--- src/rtl/gen_timer_if.sv ---
// -----------------------------------------------------------------------------
// gen_timer_if
//
// Purpose:
//   Bundles the control and status signals of gen_timer so that the timer and
//   its users (delay, pulse-stretch and debounce blocks) connect through one
//   port. Clock and resets stay outside the bundle as plain ports.
//
// Parameters:
//   WIDTH       width of the terminal value and of the counter
//
// Signals (direction as seen by the timer, i.e. the slave modport):
//   cnt_en_in    in   1      count enable; gates steps
//   start_in     in   1      start/restart request, level-sampled each edge
//   mode_in      in   2      00 one-shot, 01 retrigger, 10 periodic, 11 one-shot
//   load_val_in  in   WIDTH  terminal count, latched at start
//   count_out    out  WIDTH  current count
//   busy_out     out  1      high while running
//   done_out     out  1      high once a one-shot/retrigger run has finished
//   expire_out   out  1      one-cycle terminal-count strobe
//   step_out     out  1      high in cycles where the count advances
//   state_dbg    out  2      FSM state (0 idle, 1 run, 2 done) for observation
//
// Request protocol:
//   There is no ready/acknowledge. start_in is a level sampled on every rising
//   clock edge; a start is accepted on any edge where the timer is idle or
//   done, or (retrigger mode only) while running. mode_in and load_val_in only
//   matter on the edge where a start is accepted.
// -----------------------------------------------------------------------------
interface gen_timer_if #(
    parameter int WIDTH = 16
);
    logic             cnt_en_in;
    logic             start_in;
    logic [1:0]       mode_in;
    logic [WIDTH-1:0] load_val_in;
    logic [WIDTH-1:0] count_out;
    logic             busy_out;
    logic             done_out;
    logic             expire_out;
    logic             step_out;
    logic [1:0]       state_dbg;

    // Side that drives the timer (the block using the interval).
    modport master (
        output cnt_en_in,
        output start_in,
        output mode_in,
        output load_val_in,
        input  count_out,
        input  busy_out,
        input  done_out,
        input  expire_out,
        input  step_out,
        input  state_dbg
    );

    // The timer itself.
    modport slave (
        input  cnt_en_in,
        input  start_in,
        input  mode_in,
        input  load_val_in,
        output count_out,
        output busy_out,
        output done_out,
        output expire_out,
        output step_out,
        output state_dbg
    );
endinterface

--- src/rtl/gen_timer.sv ---
// -----------------------------------------------------------------------------
// gen_timer
//
// Purpose:
//   Mode-selectable interval timer for power sequencing. A start latches a
//   terminal count N and a mode, then the counter steps from 0 up to N on
//   qualified enable cycles. On reaching N a one-cycle expire strobe is
//   raised; the timer then finishes (one-shot, retrigger) or reloads to 0 and
//   keeps running (periodic). Retrigger mode accepts a fresh start while
//   running.
//
// Parameters:
//   WIDTH     width of terminal value and counter (default 16)
//   PRESCALE  clock-enable divide ratio 1..65535 (default 1); only has an
//             effect when the prescaler is compiled in
//
// Ports:
//   clk_in         in   clock
//   rst_L_in       in   asynchronous active-low reset
//   rst_sync_L_in  in   synchronous active-low abort, dominates all inputs
//   tmr            gen_timer_if.slave bundle (enable, start, mode, load
//                  value in; count, busy, done, expire, step, state out)
//
// Build option:
//   GEN_TIMER_PRESCALE_EN  when defined, a prescaler counter divides the
//                          enable so that one step occurs every PRESCALE
//                          enabled cycles. When undefined no prescaler logic
//                          exists and every enabled cycle in RUN is a step.
//
// Timing (enable held high, ratio P, terminal N, start sampled at edge k):
//   count = 0 after edge k, count = N after edge k+N*P, expire_out high in the
//   following cycle, DONE or periodic reload at edge k+N*P+1.
// -----------------------------------------------------------------------------
module gen_timer #(
    parameter int WIDTH    = 16,
    parameter int PRESCALE = 1
) (
    input  logic        clk_in,
    input  logic        rst_L_in,
    input  logic        rst_sync_L_in,
    gen_timer_if.slave  tmr
);

    typedef enum logic [1:0] {
        ST_IDLE = 2'd0,
        ST_RUN  = 2'd1,
        ST_DONE = 2'd2
    } state_t;

    localparam logic [1:0] MODE_RETRIG   = 2'b01;
    localparam logic [1:0] MODE_PERIODIC = 2'b10;

    // Reject an out-of-range ratio at elaboration in every build.
    if ((PRESCALE < 1) || (PRESCALE > 65535)) begin : g_bad_prescale
        $error("gen_timer: PRESCALE must be in 1..65535");
    end

    // -------------------------------------------------------------------------
    // State and datapath registers
    // -------------------------------------------------------------------------
    state_t           r_state;
    logic [WIDTH-1:0] r_count;
    logic [WIDTH-1:0] r_term;
    logic [1:0]       r_mode;

    state_t           w_state_nxt;
    logic [WIDTH-1:0] w_count_nxt;
    logic [WIDTH-1:0] w_term_nxt;
    logic [1:0]       w_mode_nxt;

    logic             w_run;
    logic             w_expire;
    logic             w_tick;
    logic             w_step;
    logic             w_restart;

`ifdef GEN_TIMER_PRESCALE_EN
    localparam int PRE_W = (PRESCALE > 1) ? $clog2(PRESCALE) : 1;
    localparam logic [PRE_W-1:0] PRE_LAST = PRE_W'(PRESCALE - 1);

    logic [PRE_W-1:0] r_pre;
    logic [PRE_W-1:0] w_pre_nxt;

    // Tick on the last prescaler value; the counter wraps to 0 right after.
    assign w_tick = (r_pre == PRE_LAST);
`else
    assign w_tick = 1'b1;
`endif

    // -------------------------------------------------------------------------
    // Decodes from registers
    // -------------------------------------------------------------------------
    assign w_run    = (r_state == ST_RUN);
    // expire and step are mutually exclusive: a step needs count != term.
    assign w_expire = w_run && (r_count == r_term);
    assign w_step   = w_run && tmr.cnt_en_in && w_tick && !w_expire;
    // Only a latched retrigger mode turns start into a restart while running.
    assign w_restart = w_run && tmr.start_in && (r_mode == MODE_RETRIG);

    // -------------------------------------------------------------------------
    // State register
    // -------------------------------------------------------------------------
    always_ff @(posedge clk_in or negedge rst_L_in) begin
        if (!rst_L_in) begin
            r_state <= ST_IDLE;
            r_count <= '0;
            r_term  <= '0;
            r_mode  <= '0;
        end else begin
            r_state <= w_state_nxt;
            r_count <= w_count_nxt;
            r_term  <= w_term_nxt;
            r_mode  <= w_mode_nxt;
        end
    end

`ifdef GEN_TIMER_PRESCALE_EN
    always_ff @(posedge clk_in or negedge rst_L_in) begin
        if (!rst_L_in) begin
            r_pre <= '0;
        end else begin
            r_pre <= w_pre_nxt;
        end
    end
`endif

    // -------------------------------------------------------------------------
    // Next-state logic
    // -------------------------------------------------------------------------
    always_comb begin
        w_state_nxt = r_state;
        w_count_nxt = r_count;
        w_term_nxt  = r_term;
        w_mode_nxt  = r_mode;
`ifdef GEN_TIMER_PRESCALE_EN
        w_pre_nxt   = r_pre;
`endif

        if (!rst_sync_L_in) begin
            // Synchronous abort looks exactly like a reset and beats start.
            w_state_nxt = ST_IDLE;
            w_count_nxt = '0;
            w_term_nxt  = '0;
            w_mode_nxt  = '0;
`ifdef GEN_TIMER_PRESCALE_EN
            w_pre_nxt   = '0;
`endif
        end else begin
            unique case (r_state)
                ST_IDLE, ST_DONE: begin
                    if (tmr.start_in) begin
                        w_state_nxt = ST_RUN;
                        w_count_nxt = '0;
                        w_term_nxt  = tmr.load_val_in;
                        w_mode_nxt  = tmr.mode_in;
`ifdef GEN_TIMER_PRESCALE_EN
                        w_pre_nxt   = '0;
`endif
                    end
                end

                ST_RUN: begin
                    if (w_restart) begin
                        // Restart wins over a coincident expiry.
                        w_count_nxt = '0;
                        w_term_nxt  = tmr.load_val_in;
                        w_mode_nxt  = tmr.mode_in;
`ifdef GEN_TIMER_PRESCALE_EN
                        w_pre_nxt   = '0;
`endif
                    end else if (tmr.cnt_en_in) begin
                        // With the enable low everything in RUN is frozen.
                        if (w_expire) begin
                            if (r_mode == MODE_PERIODIC) begin
                                w_count_nxt = '0;
`ifdef GEN_TIMER_PRESCALE_EN
                                w_pre_nxt   = '0;
`endif
                            end else begin
                                // One-shot, retrigger and mode 11 finish here;
                                // count already equals term and is held.
                                w_state_nxt = ST_DONE;
                            end
                        end else begin
`ifdef GEN_TIMER_PRESCALE_EN
                            if (w_tick) begin
                                w_pre_nxt = '0;
                            end else begin
                                w_pre_nxt = r_pre + PRE_W'(1);
                            end
`endif
                            if (w_step) begin
                                // count < term here, so this cannot wrap.
                                w_count_nxt = r_count + WIDTH'(1);
                            end
                        end
                    end
                end

                default: begin
                    w_state_nxt = ST_IDLE;
                    w_count_nxt = '0;
                    w_term_nxt  = '0;
                    w_mode_nxt  = '0;
                end
            endcase
        end
    end

    // -------------------------------------------------------------------------
    // Outputs
    // -------------------------------------------------------------------------
    assign tmr.count_out  = r_count;
    assign tmr.busy_out   = w_run;
    assign tmr.done_out   = (r_state == ST_DONE);
    assign tmr.expire_out = w_expire;
    assign tmr.step_out   = w_step;
    assign tmr.state_dbg  = r_state;

endmodule

--- src/flat_wrapper.sv ---
// flat-port wrapper written by rule: the top's interface ports become plain ports
module gen_timer_flat 
#(
    parameter int WIDTH    = 16,
    parameter int PRESCALE = 1
)
  (clk_in, rst_L_in, rst_sync_L_in, tmr_cnt_en_in, tmr_start_in, tmr_mode_in, tmr_load_val_in, tmr_count_out, tmr_busy_out, tmr_done_out, tmr_expire_out, tmr_step_out, tmr_state_dbg);
  gen_timer_if #(.WIDTH(WIDTH)) tmr_i ();
  input  logic clk_in;
  input  logic rst_L_in;
  input  logic rst_sync_L_in;
  input wire logic [$bits(tmr_i.cnt_en_in)-1:0] tmr_cnt_en_in;
  input wire logic [$bits(tmr_i.start_in)-1:0] tmr_start_in;
  input wire logic [$bits(tmr_i.mode_in)-1:0] tmr_mode_in;
  input wire logic [$bits(tmr_i.load_val_in)-1:0] tmr_load_val_in;
  output wire logic [$bits(tmr_i.count_out)-1:0] tmr_count_out;
  output wire logic [$bits(tmr_i.busy_out)-1:0] tmr_busy_out;
  output wire logic [$bits(tmr_i.done_out)-1:0] tmr_done_out;
  output wire logic [$bits(tmr_i.expire_out)-1:0] tmr_expire_out;
  output wire logic [$bits(tmr_i.step_out)-1:0] tmr_step_out;
  output wire logic [$bits(tmr_i.state_dbg)-1:0] tmr_state_dbg;
  assign tmr_i.cnt_en_in = tmr_cnt_en_in;
  assign tmr_i.start_in = tmr_start_in;
  assign tmr_i.mode_in = tmr_mode_in;
  assign tmr_i.load_val_in = tmr_load_val_in;
  assign tmr_count_out = tmr_i.count_out;
  assign tmr_busy_out = tmr_i.busy_out;
  assign tmr_done_out = tmr_i.done_out;
  assign tmr_expire_out = tmr_i.expire_out;
  assign tmr_step_out = tmr_i.step_out;
  assign tmr_state_dbg = tmr_i.state_dbg;
  gen_timer #(.WIDTH(WIDTH), .PRESCALE(PRESCALE)) u_core (.clk_in(clk_in), .rst_L_in(rst_L_in), .rst_sync_L_in(rst_sync_L_in), .tmr(tmr_i));
endmodule
--- config.mk ---
export PLATFORM = sky130hd
export DESIGN_NAME = gen_timer_flat
export DESIGN_NICKNAME = d
export VERILOG_FILES = /design/src/rtl/gen_timer_if.sv /design/src/rtl/gen_timer.sv /design/src/flat_wrapper.sv
export SDC_FILE = /design/constraint.sdc
export NUM_CORES = 1
export LEC_CHECK = 0
export ABC_AREA = 1
export CORE_MARGIN = 5
export CORE_UTILIZATION = 56
export CTS_BUF_LIST = sky130_fd_sc_hd__clkbuf_8 sky130_fd_sc_hd__clkbuf_16
export CTS_CLUSTER_DIAMETER = 50
export DETAILED_ROUTE_END_ITERATION = 8
export GPL_TIMING_DRIVEN = 1
export PLACE_DENSITY = 0.94
export SYNTH_ARGS = -nofsm -noshare
export SYNTH_HDL_FRONTEND = slang
export SYNTH_SLANG_ARGS = --single-unit
--- constraint.sdc ---
create_clock -name clk_in -period 4.5 [get_ports clk_in]
set_clock_uncertainty 0.1 [all_clocks]
set_input_delay 0.675 -clock clk_in [delete_from_list [all_inputs] [get_ports clk_in]]
set_output_delay 0.675 -clock clk_in [all_outputs]
set_load 0.005 [all_outputs]
==> results of run 1 <==
state kept, by name (all words and copies together) (netlist names):
| name | flops |
|---|---|
| u_core.tmr.state_dbg | 2 |
| u_core.tmr.count_out | 16 |
| u_core.r_mode | 2 |
| u_core.r_term | 16 |
cells in the mapped netlist, types with 4 or more instances:
cell and n:
nand2_1 117, inv_1 47, nand3_1 42, dfrtp_1 36
nor2_1 36, o21ai_0 22, inv_2 7, xor2_1 6
buf_2 5, nand4_1 5, nor3_1 4
power by group through the flow:
stage / Combinational, mW / Clock, mW / Sequential [mW]
6_report: 0.147 / 0.234 / 0.358
3_5_place_dp: 0.148 / 0 / 0.363
2_1_floorplan: 0.0994 / 0 / 0.360
4_1_cts: 0.148 / 0.238 / 0.358
3_3_place_gp: 0.143 / 0 / 0.363
5_1_grt: 0.166 / 0.250 / 0.361
tightest hold or removal path: cells and delay by family, from the launching register on:
kind            cells  cell delay (ps)
flops               1              380
compound gates      1               60
simple gates        1               60
final timing paths:
path	slack (ps)	startpoint	end
worst max-delay path	1550	u_core.tmr.count_out[0]	tmr_expire_out
worst min-delay path	440	u_core.r_mode[0]	u_core.r_mode[0]
worst max register to register	1890	u_core.tmr.state_dbg[1]	u_core.r_term[1]
worst min register to register	440	u_core.r_mode[0]	u_core.r_mode[0]
max in group asynchronous	3280	rst_L_in	u_core.r_term[9]
min in group asynchronous	690	rst_L_in	u_core.tmr.count_out[4]
through the flow:
step	worst slack [ps]	util [%]	cells	cell area [um2]	total power, mW
after global routing	1240	70.9	439	2840	0.777
after CTS	1560	70.9	439	2840	0.745
after floorplan	2550	-	345	2300	0.459
final	1550	70.9	439	2840	0.740
after global placement	1380	68.7	431	2750	0.506
after detailed placement	1260	68.7	431	2750	0.511
final cells by class:
class,instances,area [um2],share of cell area [%]
repair buffers,46,455,16.0
multi-input cells,245,1130,39.7
well taps,50,62.6,2.20
flip-flops and latches,36,901,31.7
clock buffers,6,82.6,2.91
clock inverters,2,7.51,0.265
inverters,54,203,7.14
per-layer routing:
metal  routed length [um]  GRT usage (%)  part of all wire, %
met1                 2290           27.7                   41
met3                  517           6.49                  9.3
met4                   81           7.04                  1.5
met5                    0              0                    0
met2                 2650           35.4                   48
logic make-up after synthesis:
family          synth area share, %
xor+xnor                       2.67
fa+ha+maj                     0.545
simple gates                   40.6
compound gates                 5.23
flops                          39.2
buf+inv                        11.7
==> results.txt, run 1 <==
row count: 23
Slew @ Worst Pin: 821 ps
WHS: 439 ps
most frequent cells in the layout: nand2_1, inv_1, clkdlybuf4s50_1
Tot GR Track Use: 21.7%
# DRC: 0
Die Ht: 74.0 um
total global routing overflow: 0
Critical-path top delay cell: dfrtp_1
dominant synthesized flop cell: dfrtp_1
DR vias: 2,303
final hold vios: 0
WHS Path Cells: 2
total leakage power: 1.38 nW
CTS root buf: clkbuf_8
Setup-failing EPs final: 0
setup tns final: 0 ps
Critical Path End Type: primary output
initial antenna violation count: 0
Longest Clk Path Bufs: 2
# IOs: 45
Net Sw Frac: 29.6%
FF+latch count, synth: 36
vias in the first global route: 2,005
sequential share of power: 48.4%
status: finished clean
clk sinks: 36
clock-pin slew on the worst setup and hold paths: 70 ps
Yosys top cell by area: dfrtp_1
Max Slew Vio Count: 0
Clk pwr share: 31.7%
Area growth, synth to finish: 23.6%
required time worst endpoint: 3720 ps
power per cell area: 261 mW/mm2
Via density: 5.25
placer congestion estimate: 0.903
Port Buffers: 44
combinational share of power: 19.9%
cts bufs inserted: 5
Bufs and invs on worst path: 3
Max-cap violations: 0
Peak Freq: 339 MHz
Cell Chain, Critical Path: inv_2, nand2_1, nand2_1, nor2_2, nand2_2, nor2_4, nand3_1, inv_1, clkdlybuf4s50_1
CTS tree: yes
global-route wire length before repair: 9140 um
CP Class: reg2out
Starting Density: 57.4%
hold buffers post-CTS: 0
commonest non-fill, non-tap cell in the layout: nand2_1
Crit path largest cell delay: 540 ps
layout net count: 412
worst skew pair latency: 290 ps
fin crit share: 65.6%
share of layout cells above drive strength 1: 6.17%
area share of the largest cell type after synthesis: 39.2%
largest cells by area after synthesis: dfrtp_1, nand2_1, nand3_1
Post-synth ARST share: 100%
DRT antenna net count: 0
Synthesis Warnings: 0
largest net degree at the start of global routing: 37
H-tree levels: 2
Worst Hold Class: reg2reg
max_slew headroom: 45.2%
die area: 0.00548 mm2
final wirelength: 5540 um
Mapped Cells: 345
RSZ-0062 raised after global routing: no
TritonRoute pass-1 iters: 5
Syn Area/Cell: 6.65 um2
cell area after synthesis: 0.00230 mm2
internal power: 521 uW
die width: 74.0 um
cell family with most CP delay: buffers and inverters
DPL Wire Length: 4010 um
Worst setup SP type: register
Synthesized Nets: 369
Antenna Cells: 0
CTS resizes: 0
Post-CTS Setup Bufs: 0
register area share after synthesis: 39.2%
fill count: 337
Initial DRC Count: 161
Cell variety after synth: 23
Arr. time, crit path: 2180 ps
wire length per cell: 12.6 um
EDFF count, synth: 0
CORE AREA: 0.00400 mm2
minimum clock period: 2950 ps
Sw Pwr: 219 uW
Crit path top cell by count: nand2_1
largest fanout on the critical path: 9
peak supply drop: 0.180 mV
critical path depth: 9
FF-to-FF path depth: 9
(Power assumes the default switching activity.)
==> run 2, diff against run 1 <==
Settings changed: CORE_UTILIZATION 56 to 47, PLACE_DENSITY 0.94 to 0.85.
Clock period 4.5 ns to 2.43 ns, I/O delays scaled along.
==> results.txt, run 2 (same netlist as run 1, synthesis figures left out) <==
final wirelength: 6300 um
Peak Freq: 456 MHz
total power: 1.40 mW
WHS: 400 ps
peak supply drop: 0.331 mV
critical path depth: 9
total global routing overflow: 0
FF-to-FF path depth: 11
Post-DP Area: 0.00280 mm2
minimum clock period: 2190 ps
final hold vios: 0
commonest non-fill, non-tap cell in the layout: nand2_1
CP Class: reg2out
Crit path top cell by count: nand2_1
row count: 25
DRT antenna net count: 0
Starting Density: 48.6%
global-route wire length before repair: 10,300 um
largest net degree at the start of global routing: 37
die area: 0.00638 mm2
setup tns final: 0 ps
final design utilization: 64.8%
initial antenna violation count: 0
DPL Wire Length: 4340 um
Max Slew Vio Count: 0
Port Buffers: 44
pre-CTS setup slack: 164 ps
H-tree levels: 2
TritonRoute pass-1 iters: 5
Final Instance Area: 0.00306 mm2
number of cells after detailed placement: 452
most frequent cells in the layout: nand2_1, inv_1, clkdlybuf4s50_1
Via density: 4.99
largest fanout on the critical path: 4
share of layout cells above drive strength 1: 14.3%
worst skew pair latency: 280 ps
Die Ht: 79.9 um
status: finished clean
vias in the first global route: 2,250
hold buffers post-CTS: 0
total leakage power: 1.52 nW
Critical Path Start: u_core.tmr.count_out[14]
required time worst endpoint: 1970 ps
Initial DRC Count: 141
Antenna Cells: 0
Crit path largest cell delay: 420 ps
Bufs and invs on worst path: 2
# IOs: 45
# DRC: 0
Slew @ Worst Pin: 478 ps
Critical Path End Type: primary output
clk sinks: 36
Tot GR Track Use: 20.3%
DR vias: 2,396
CORE AREA: 0.00472 mm2
Arr. time, crit path: 1730 ps
CTS root buf: clkbuf_8
Max-cap violations: 0
Area growth, synth to finish: 33.2%
Setup-failing EPs final: 0
fin cells: 480
Cell Chain, Critical Path: nand2_1, nand2_1, nor2_2, nand2_1, nor2_4, nand3_2, inv_1, nor3_1, dlygate4sd2_1
cell family with most CP delay: simple AND/OR/NAND/NOR gates
wire length per cell: 13.1 um
r2r startpoint: u_core.tmr.count_out[0]
Worst setup SP type: register
fin crit share: 90.2%
power per cell area: 457 mW/mm2
CTS tree: yes
max_slew headroom: 68.2%
Longest Clk Path Bufs: 2
clock-pin slew on the worst setup and hold paths: 70 ps
placer congestion estimate: 0.889
layout net count: 436
RSZ-0062 raised after global routing: no
die width: 79.9 um
Setup WS post-layout: 237 ps
Worst Hold Class: in2async
Critical-path top delay cell: dfrtp_2
cts bufs inserted: 5
## run 2: layout make-up
cell class | count | area [um2]
repair buffers | 70 | 637
fillers | 420 | 1660
well taps | 67 | 83.8
clock buffers | 6 | 82.6
flip-flops and latches | 36 | 912
clock inverters | 2 | 7.51
inverters | 54 | 203
multi-input cells | 245 | 1130
## run 2: metal layers
layer / global-route usage, % / routed length (um)
met1: 27.2 / 2780
met2: 33.1 / 2930
met3: 4.29 / 463
met4: 5.74 / 115
met5: 0 / 0
## run 2: power by group
group	internal, mW	switching, mW
combinational	0.123	0.185
sequential	0.636	0.0254
clock	0.223	0.206
total	0.982	0.416
## run 2: path summary, 6_finish.rpt
check / endpoint / slack, ps
max: tmr_step_out / 240
min: u_core.r_term[5] / 400
max reg2reg: u_core.tmr.count_out[12] / 350
min reg2reg: u_core.r_mode[0] / 440
max in group asynchronous: u_core.tmr.count_out[14] / 1470
min in group clk_in: u_core.r_mode[0] / 440
## run 2: repair_timing
action | in CTS | in global routing
buffers inserted | 16 | 4
gates resized for setup | 12 | 1
gates cloned | 0 | 0
pin swaps | 1 | 1
endpoints found under the setup margin | 2 | 1
